===== src/rtl/alu_seq_ctrl.sv =====
// alu_seq_ctrl : command-side sequencer for an 8-bit combinational ALU.
//
// Commands (op, A, B) arrive over a valid/ready handshake into a small FIFO.
// Each command is popped into the operand registers that drive the ALU, held
// for one settle cycle (ISSUE), and the ALU result and flags are captured into
// the response registers. Responses leave in order over a second valid/ready
// handshake. A divide (op 4'b0011) with B == 0 is answered with 8'hFF and
// flags 4'b1000 regardless of what the ALU drives.
//
// Optional feature (macro ALU_SEQ_CHAIN_EN): adds cmd_chain; a chained command
// takes operand A from the last captured rsp_data instead of its own cmd_a.
//
// Ports:
//   clk, rst_n                   clock, synchronous active-low reset
//   cmd_valid/cmd_ready          command handshake (cmd_ready = !full)
//   cmd_op, cmd_a, cmd_b         opcode and operands
//   cmd_chain                    chain flag (only with ALU_SEQ_CHAIN_EN)
//   alu_a, alu_b, alu_sel        registered drive to the ALU
//   alu_out, alu_carry, alu_z,
//   alu_v                        ALU result and flags
//   rsp_valid/rsp_ready          response handshake
//   rsp_data, rsp_flags          captured result, flags {dz, V, Z, C}
//   busy                         FSM active or FIFO non-empty
//   cmd_count                    FIFO occupancy
module alu_seq_ctrl #(
  parameter int DEPTH = 4,
  parameter int CW    = 3
) (
  input  logic          clk,
  input  logic          rst_n,
  input  logic          cmd_valid,
  output logic          cmd_ready,
  input  logic [3:0]    cmd_op,
  input  logic [7:0]    cmd_a,
  input  logic [7:0]    cmd_b,
`ifdef ALU_SEQ_CHAIN_EN
  input  logic          cmd_chain,
`endif
  output logic [7:0]    alu_a,
  output logic [7:0]    alu_b,
  output logic [3:0]    alu_sel,
  input  logic [7:0]    alu_out,
  input  logic          alu_carry,
  input  logic          alu_z,
  input  logic          alu_v,
  output logic          rsp_valid,
  input  logic          rsp_ready,
  output logic [7:0]    rsp_data,
  output logic [3:0]    rsp_flags,
  output logic          busy,
  output logic [CW-1:0] cmd_count
);

  localparam int AW = $clog2(DEPTH);

  typedef enum logic [1:0] {IDLE, ISSUE, RESP} state_t;

  state_t        state, state_nxt;
  logic [AW-1:0] wr_ptr, rd_ptr;
  logic          push, pop, empty, full;
  logic          capture, release_rsp;
  logic [7:0]    head_a;
  logic [11:0]   result;

  logic [3:0]    op_mem [DEPTH];
  logic [7:0]    a_mem  [DEPTH];
  logic [7:0]    b_mem  [DEPTH];
`ifdef ALU_SEQ_CHAIN_EN
  logic          chain_mem [DEPTH];
`endif

  function automatic logic is_div_zero(input logic [3:0] op, input logic [7:0] b);
    return (op == 4'b0011) && (b == 8'h00);
  endfunction

  // Packs {data, dz, V, Z, C}; a divide by zero overrides the ALU entirely.
  function automatic logic [11:0] resolve_result(input logic dz, input logic [7:0] out,
                                                 input logic v, input logic z, input logic c);
    if (dz) return {8'hFF, 4'b1000};
    return {out, 1'b0, v, z, c};
  endfunction

  assign empty     = (cmd_count == '0);
  assign full      = (cmd_count == CW'(DEPTH));
  assign cmd_ready = !full;
  assign push      = cmd_valid && cmd_ready;
  assign busy      = (state != IDLE) || !empty;
  assign result    = resolve_result(is_div_zero(alu_sel, alu_b), alu_out, alu_v, alu_z, alu_carry);

`ifdef ALU_SEQ_CHAIN_EN
  // rsp_data always holds the previous command's result by the time the next
  // command is popped, so it is the chain source.
  assign head_a = chain_mem[rd_ptr] ? rsp_data : a_mem[rd_ptr];
`else
  assign head_a = a_mem[rd_ptr];
`endif

  // Command FIFO storage
  always_ff @(posedge clk) begin
    if (push) begin
      op_mem[wr_ptr] <= cmd_op;
      a_mem[wr_ptr]  <= cmd_a;
      b_mem[wr_ptr]  <= cmd_b;
`ifdef ALU_SEQ_CHAIN_EN
      chain_mem[wr_ptr] <= cmd_chain;
`endif
    end
  end

  // FIFO pointers and occupancy
  always_ff @(posedge clk) begin
    if (!rst_n) begin
      wr_ptr    <= '0;
      rd_ptr    <= '0;
      cmd_count <= '0;
    end else begin
      if (push) wr_ptr <= wr_ptr + AW'(1);
      if (pop)  rd_ptr <= rd_ptr + AW'(1);
      case ({push, pop})
        2'b10:   cmd_count <= cmd_count + CW'(1);
        2'b01:   cmd_count <= cmd_count - CW'(1);
        default: cmd_count <= cmd_count;
      endcase
    end
  end

  // FSM state register
  always_ff @(posedge clk) begin
    if (!rst_n) state <= IDLE;
    else        state <= state_nxt;
  end

  // FSM next state
  always_comb begin
    state_nxt = state;
    case (state)
      IDLE:    if (!empty) state_nxt = ISSUE;
      ISSUE:   state_nxt = RESP;
      RESP:    if (rsp_ready) state_nxt = empty ? IDLE : ISSUE;
      default: state_nxt = IDLE;
    endcase
  end

  // FSM control outputs
  always_comb begin
    pop         = 1'b0;
    capture     = 1'b0;
    release_rsp = 1'b0;
    case (state)
      IDLE:  pop = !empty;
      ISSUE: capture = 1'b1;
      RESP: begin
        release_rsp = rsp_ready;
        pop         = rsp_ready && !empty;
      end
      default: ;
    endcase
  end

  // Stage p0: operand registers, loaded only on pop so the ALU never glitches
  always_ff @(posedge clk) begin
    if (!rst_n) begin
      alu_a   <= '0;
      alu_b   <= '0;
      alu_sel <= '0;
    end else if (pop) begin
      alu_a   <= head_a;
      alu_b   <= b_mem[rd_ptr];
      alu_sel <= op_mem[rd_ptr];
    end
  end

  // Stage p1: response capture after the one-cycle settle
  always_ff @(posedge clk) begin
    if (!rst_n) begin
      rsp_valid <= 1'b0;
      rsp_data  <= '0;
      rsp_flags <= '0;
    end else if (capture) begin
      rsp_valid <= 1'b1;
      rsp_data  <= result[11:4];
      rsp_flags <= result[3:0];
    end else if (release_rsp) begin
      rsp_valid <= 1'b0;
    end
  end

endmodule


===== config.mk =====
export PLATFORM = sky130hd
export DESIGN_NAME = alu_seq_ctrl
export DESIGN_NICKNAME = d
export VERILOG_FILES = /design/src/rtl/alu_seq_ctrl.sv
export SDC_FILE = /design/constraint.sdc
export NUM_CORES = 1
export LEC_CHECK = 0
export ABC_CLOCK_PERIOD_IN_PS = 3000
export CAP_MARGIN = 5
export CORE_MARGIN = 4
export CORE_UTILIZATION = 48
export CTS_CLUSTER_SIZE = 40
export DETAILED_ROUTE_END_ITERATION = 8
export PLACE_DENSITY = 0.72
export SETUP_SLACK_MARGIN = 0.02
export SYNTH_ARGS = -nofsm -noshare
export SYNTH_HDL_FRONTEND = slang
export SYNTH_SLANG_ARGS = --single-unit

===== constraint.sdc =====
create_clock -name clk -period 3 [get_ports clk]
set_clock_uncertainty 0.05 [all_clocks]
set_input_delay 0.45 -clock clk [delete_from_list [all_inputs] [get_ports clk]]
set_output_delay 0.45 -clock clk [all_outputs]
set_load 0.02 [all_outputs]

==> results of run 1 <==
[cells in the mapped netlist, types with 2 or more instances]
library cell  count
ha_1              5
mux4_2           10
nand2_1          24
nand3_1           4
a21o_1            2
a21oi_1          15
buf_2             8
o2bb2ai_1        20
and3_1            7
clkbuf_1          7
o21ai_0           9
buf_6             2
a32o_1            3
xor2_1            2
nor2b_1           3
nor4_1            2
mux4_1           10
dfxtp_1          42
nand2b_1          3
o31ai_1           2
nor3_1            2
inv_1             5
nor2_1           12
edfxtp_1         80
[cells by family (layout without fill, tap and decap cells)]
| family | after synthesis | after routing | share of synthesized area (%) |
|---|---|---|---|
| and+or+nand+nor | 64 | 64 | 6.943 |
| buffers and inverters | 25 | 119 | 2.799 |
| muxes | 21 | 21 | 10.71 |
| AOI/OAI and AO/OA | 51 | 51 | 7.642 |
| xor gates and xnor gates | 2 | 2 | 0.3768 |
| DFF | 122 | 122 | 69.75 |
| adders and majority gates | 6 | 6 | 1.776 |
[cell type report]
class,count,area [um^2]
clock buffer,21,429.2
clock inverter,11,151.4
fill,678,3242
inverter,6,22.52
multi-input combinational,144,1290
sequential,122,3243
tap,129,161.4
timing repair buffer,81,788.3
[power by group through the flow]
stage	clock [W]	sequential, W	combinational [W]
global placement	0	0.00232	0.00172
CTS	0.00201	0.00230	0.00176
floorplan	0	0.00251	0.000842
global route	0.00211	0.00234	0.00186
detailed placement	0	0.00233	0.00175
finish	0.00198	0.00230	0.00173
[critical path: stages (launching register included)]
cell	delay (ns)
dfxtp_1	0.35
nor3_2	0.51
nand2_1	0.09
clkdlybuf4s50_1	0.56
[cell usage in the layout (no fill, tap or decap), types with 2 or more instances in the layout]
cell              n
edfxtp_1         80
clkdlybuf4s50_1  72
dfxtp_1          42
nand2_1          24
o2bb2ai_1        20
clkbuf_16        16
a21oi_1          15
nor2_1           12
mux4_1           10
mux4_2           10
o21ai_0           9
buf_4             9
and3_1            7
inv_1             5
ha_1              5
nand3_1           4
clkbuf_1          4
bufinv_16         4
clkinv_2          4
nor2b_1           3
nand2b_1          3
a32o_1            3
clkinv_1          3
nor3_2            2
nor4_1            2
xor2_1            2
a21o_1            2
o31ai_1           2
[layer usage]
metal | GRT usage [%] | wire [um] | vias to the layer above
met5 | 0 | 0 | -
met4 | 5.205 | 91 | 0
met3 | 6.375 | 492 | 10
met2 | 27.78 | 4686 | 94
met1 | 21.07 | 3775 | 1378
li1 | - | - | 1292
[worst paths after layout]
| kind | start | end | slack [ns] | cells after the start |
|---|---|---|---|---|
| hold / removal | alu_a[2]$_SDFFE_PN0P_ | alu_a[2]$_SDFFE_PN0P_ | 0.41 | 2 |
| hold reg to reg | alu_a[2]$_SDFFE_PN0P_ | alu_a[2]$_SDFFE_PN0P_ | 0.41 | 2 |
| setup reg to reg | cmd_count[2]$_SDFFE_PN0P_ | cmd_count[2]$_SDFFE_PN0P_ | 0.62 | 8 |
| setup / recovery | cmd_count[0]$_SDFFE_PN0P_ | busy | 0.49 | 3 |
[sequential cells by signal, summed over array words and instances (netlist names)]
name and flops:
a_mem 32, alu_a 8, alu_b 8, alu_sel 4, b_mem 32, cmd_count 3, op_mem 16, rd_ptr 2
rsp_data 8, rsp_flags 4, rsp_valid 1, state 2, wr_ptr 2
[per-stage QoR]
step / area (um^2) / worst slack (ns) / std cells / util, % / total power [W]
3_5_place_dp: 5505 / 0.3828 / 482 / 59.02 / 0.004079
2_1_floorplan: 4649 / 0.5995 / 291 / - / 0.003354
6_report: 6086 / 0.4852 / 514 / 65.24 / 0.006015
4_1_cts: 6086 / 0.4506 / 514 / 65.24 / 0.006075
5_1_grt: 6086 / 0.3568 / 514 / 65.24 / 0.006310
3_3_place_gp: 5505 / 0.4392 / 482 / 59.02 / 0.004035
==> results_dict.tcl, run 1 <==
set metrics [dict create \
    status "completed" \
    seq_area_frac_synth_pct 69.75 \
    ctsResizeCount 0 \
    synthDistinctLibCells 36 \
    grt_max_degree 38 \
    place.gp.congestion 0.7233 \
    wl_per_cell_um 17.60 \
    grt_pass1_vias 2774 \
    routed_wl_um 9046 \
    grt_pass1_wl_um 14470 \
    ir_drop_mv 0.4766 \
    worstPathRequired_ns 2.50 \
    nets 413 \
    num_rows 35 \
    p_comb_share_pct 28.8 \
    dieHeight_um 106.4 \
    critPathKind "flop to output pin" \
    dr.pass1.iters 4 \
    drive_gt1_share_pct 12.47 \
    synth_fp_nets 332 \
    io_buffer_count 72 \
    antenna_found_initial 0 \
    rsz0062_at_grt "false" \
    tightestPinTransition_ns 0.5925 \
    worstPathMaxFanout 6 \
    fp.dieW_um 106.4 \
    drv_slew 0 \
    final_antenna_net_count 0 \
    drc 0 \
    htree_levels 4 \
    diodes 0 \
    pwr-share-seq_pct 38.2 \
    grt_overflow 0 \
    p_switching_w 0.001770 \
    ys_warn_count 0 \
    powerDensity_nw_per_um2 988.3 \
    insertion_delay_ns 0.51 \
    via_per_inst 5.397 \
    clockBufferDepth 2 \
    netlist_instances 291 \
    setup_viol 0 \
    syn_avg_cell_area_um2 15.98 \
    fin_crit_sh_pct 83.83 \
    initial_core_util_pct 49.85 \
    synth_area_leaders "edfxtp_1 (52%), dfxtp_1 (18%), mux4_1 (5.7%), mux4_2 (4.8%), o2bb2ai_1 (3.8%)" \
    cts_tree "done" \
    p_int_w 0.004245 \
    dr.first_iter.drc_count 130 \
    syn_to_final_growth_pct 30.89 \
    synth_area_um2 4649 \
    leakage_nw 2.098 \
    ctsHoldBuffers 0 \
    worst_setup_path_end_kind "output pin" \
    clkPwrFrac_pct 33.0 \
    post_cts_buffers 0 \
    yosys.area.top_type "edfxtp_1" \
    arrival_ns 2.01 \
    ys.flop_type "edfxtp_1" \
    swShare_pct 29.43 \
    grtUsageTotal_pct 16.97 \
    synthArstFlopShare_pct 0 \
    vias 2774 \
    die_area_um2 11330 \
    whs_ns 0.4108 \
    num_io_pins 73 \
    hold_class "flop to flop" \
    root_buffer "clkbuf_8" \
    max_cap_violations 0 \
    place_hpwl_um 5481 \
    relSlewSlack_pct 60.42 \
    period_needed_ns 2.515 \
    start_kind "flop" \
    tns_ns 0 \
    core-area_um2 9328 \
    synth_edf_count 80 \
    path_clk_slew_ns 0.05 \
    ys_ff_latch 122 \
    synth_top_area_share_pct 51.67 \
    fmax_ghz 0.3977 \
    cts_buffers 17 \
    clock-sinks 122 \
    finalHoldViolations 0 \
]
(Power assumes the default switching activity.)
==> run 2: changes to the inputs <==
--- a/config.mk
+++ b/config.mk
@@ -5,7 +5,7 @@
 export SDC_FILE = /design/constraint.sdc
 export NUM_CORES = 1
 export LEC_CHECK = 0
-export ABC_CLOCK_PERIOD_IN_PS = 3000
+export ABC_CLOCK_PERIOD_IN_PS = 2400
 export CAP_MARGIN = 5
 export CORE_MARGIN = 4
 export CORE_UTILIZATION = 48
==> constraint.sdc (replaced) <==
create_clock -name clk -period 2.4 [get_ports clk]
set_clock_uncertainty 0.05 [all_clocks]
set_input_delay 0.36 -clock clk [delete_from_list [all_inputs] [get_ports clk]]
set_output_delay 0.36 -clock clk [all_outputs]
set_load 0.02 [all_outputs]
==> results_dict.tcl, run 2 (synthesis results as in run 1) <==
set metrics [dict create \
    status "completed" \
    grtUsageTotal_pct 18.13 \
    grt_overflow 0 \
    initial_core_util_pct 49.85 \
    tightestPinTransition_ns 0.5567 \
    grt_use_met2_pct 31.45 \
    grt_util_met3_pct 5.343 \
    nFillCells 671 \
    relSlewSlack_pct 62.81 \
    fp.dieW_um 106.4 \
    root_buffer "clkbuf_8" \
    worstPathMaxFanout 6 \
    num_rows 35 \
    cts_buffers 17 \
    grt_max_degree 38 \
    drive_gt1_share_pct 16.88 \
    max_cap_violations 0 \
    clockBufferDepth 2 \
    dieHeight_um 106.4 \
    whs_ns 0.4072 \
    final_antenna_net_count 0 \
    period_needed_ns 2.261 \
    design_area_um2 6195 \
    antenna_found_initial 0 \
    start_kind "flop" \
    path_clk_slew_ns 0.06 \
    htree_levels 4 \
    dr.pass1.iters 4 \
    largestRegisters "a_mem (32), b_mem (32), op_mem (16)" \
    leakage_nw 2.148 \
    grt_pass1_vias 2953 \
    drc 0 \
    setup_viol 0 \
    syn_to_final_growth_pct 33.23 \
    grt_pass1_wl_um 15340 \
    p_switching_w 0.002353 \
    nets 419 \
    core-area_um2 9328 \
    powerDensity_nw_per_um2 1258 \
    num_io_pins 73 \
    wl_per_cell_um 18.17 \
    via_per_inst 5.292 \
    worstPathRequired_ns 1.99 \
    place_hpwl_um 5688 \
    p_int_w 0.005442 \
    final_cell_mix "edfxtp_1 (80), clkdlybuf4s50_1 (71), dfxtp_1 (39)" \
    cts_tree "done" \
    insertion_delay_ns 0.52 \
    io_buffer_count 72 \
    drv_slew 0 \
    pwr-share-seq_pct 36.9 \
    swShare_pct 30.19 \
    vias 2752 \
    mostFrequentLayoutCell "edfxtp_1" \
    grt.busiest_layer "met2" \
    ctsHoldBuffers 0 \
    dr.first_iter.drc_count 131 \
    ir_drop_mv 0.5495 \
    hold_class "flop to flop" \
    use_met1_pct 21.33 \
    place.gp.congestion 0.7515 \
    fmax_ghz 0.4422 \
    finalHoldViolations 0 \
    clock-sinks 122 \
    fin_crit_sh_pct 94.22 \
    die_area_um2 11330 \
    placedInstanceArea_um2 5554 \
    worst_setup_path_end_kind "output pin" \
    arrival_ns 1.85 \
    clkPwrFrac_pct 34.3 \
    diodes 0 \
    routed_wl_um 9448 \
    critPathKind "flop to output pin" \
    rsz0062_at_grt "false" \
    p_comb_share_pct 28.8 \
]
## run 2: final cells by class
cell class / instances / area, um^2 / share of cell area [%]
Clock inverter: 13 / 187.7 / 3.030
Sequential cell: 122 / 3247 / 52.41
Timing Repair Buffer: 87 / 832.0 / 13.43
Tap cell: 129 / 161.4 / 2.606
Clock buffer: 19 / 441.7 / 7.130
Multi-Input combinational cell: 144 / 1303 / 21.03
Inverter: 6 / 22.52 / 0.3636
## run 2: path summary, 6_finish.rpt
kind | startpoint | to | depth (start not counted) | slack (ns)
max | cmd_count[0]$_SDFFE_PN0P_ | busy | 3 | 0.14
min | alu_a[5]$_SDFFE_PN0P_ | alu_a[5]$_SDFFE_PN0P_ | 2 | 0.41
min reg2reg | alu_a[5]$_SDFFE_PN0P_ | alu_a[5]$_SDFFE_PN0P_ | 2 | 0.41
max reg2reg | cmd_count[2]$_SDFFE_PN0P_ | cmd_count[2]$_SDFFE_PN0P_ | 8 | 0.14
## run 2: layer usage
metal	part of all wire (%)	vias to the layer above
met1	40	1354
met4	1.5	0
li1	-	1306
met2	52	80
met3	6.0	12
met5	0	-
## run 2: per-stage QoR
step / setup slack [ns] / power [W] / std cells / TNS [ns] / utilization [%]
global route: 0.03649 / 0.008169 / 520 / 0 / 66.41
finish: 0.1387 / 0.007795 / 520 / 0 / 66.41
global placement: 0.01327 / 0.005086 / 488 / 0 / 59.54
floorplan: 0.09735 / 0.004197 / 291 / 0 / -
CTS: 0.09918 / 0.007875 / 520 / 0 / 66.34
detailed placement: -0.07251 / 0.005155 / 488 / -0.07251 / 59.54
## run 2: worst max-delay path, stage by stage (launching register included)
cell and delay, ns:
dfxtp_2 0.36, nor3_4 0.35, nand2_1 0.08, clkdlybuf4s50_1 0.55
## run 2: repair_timing
item	4_1_cts	5_1_grt
setup endpoints to repair	2	1
gates resized for setup	2	2
buffers inserted	0	0
hold endpoints to repair	0	0
## run 2: power groups by stage
stage                     registers, W  logic, W  clock network [W]
after floorplan                0.00314   0.00105                  0
final                          0.00287   0.00225            0.00268
after CTS                      0.00287   0.00228            0.00272
after global routing           0.00292   0.00243            0.00282
after detailed placement       0.00290   0.00225                  0
after global placement         0.00288   0.00220                  0
==> run 3: changes to the inputs <==
--- a/config.mk
+++ b/config.mk
@@ -9,7 +9,7 @@
 export CAP_MARGIN = 5
 export CORE_MARGIN = 4
 export CORE_UTILIZATION = 48
-export CTS_CLUSTER_SIZE = 40
+export CTS_CLUSTER_SIZE = 25
 export DETAILED_ROUTE_END_ITERATION = 8
 export PLACE_DENSITY = 0.72
 export SETUP_SLACK_MARGIN = 0.02
==> results of run 3 <==
Final layout, timing and power as in run 2 (identical DEF).
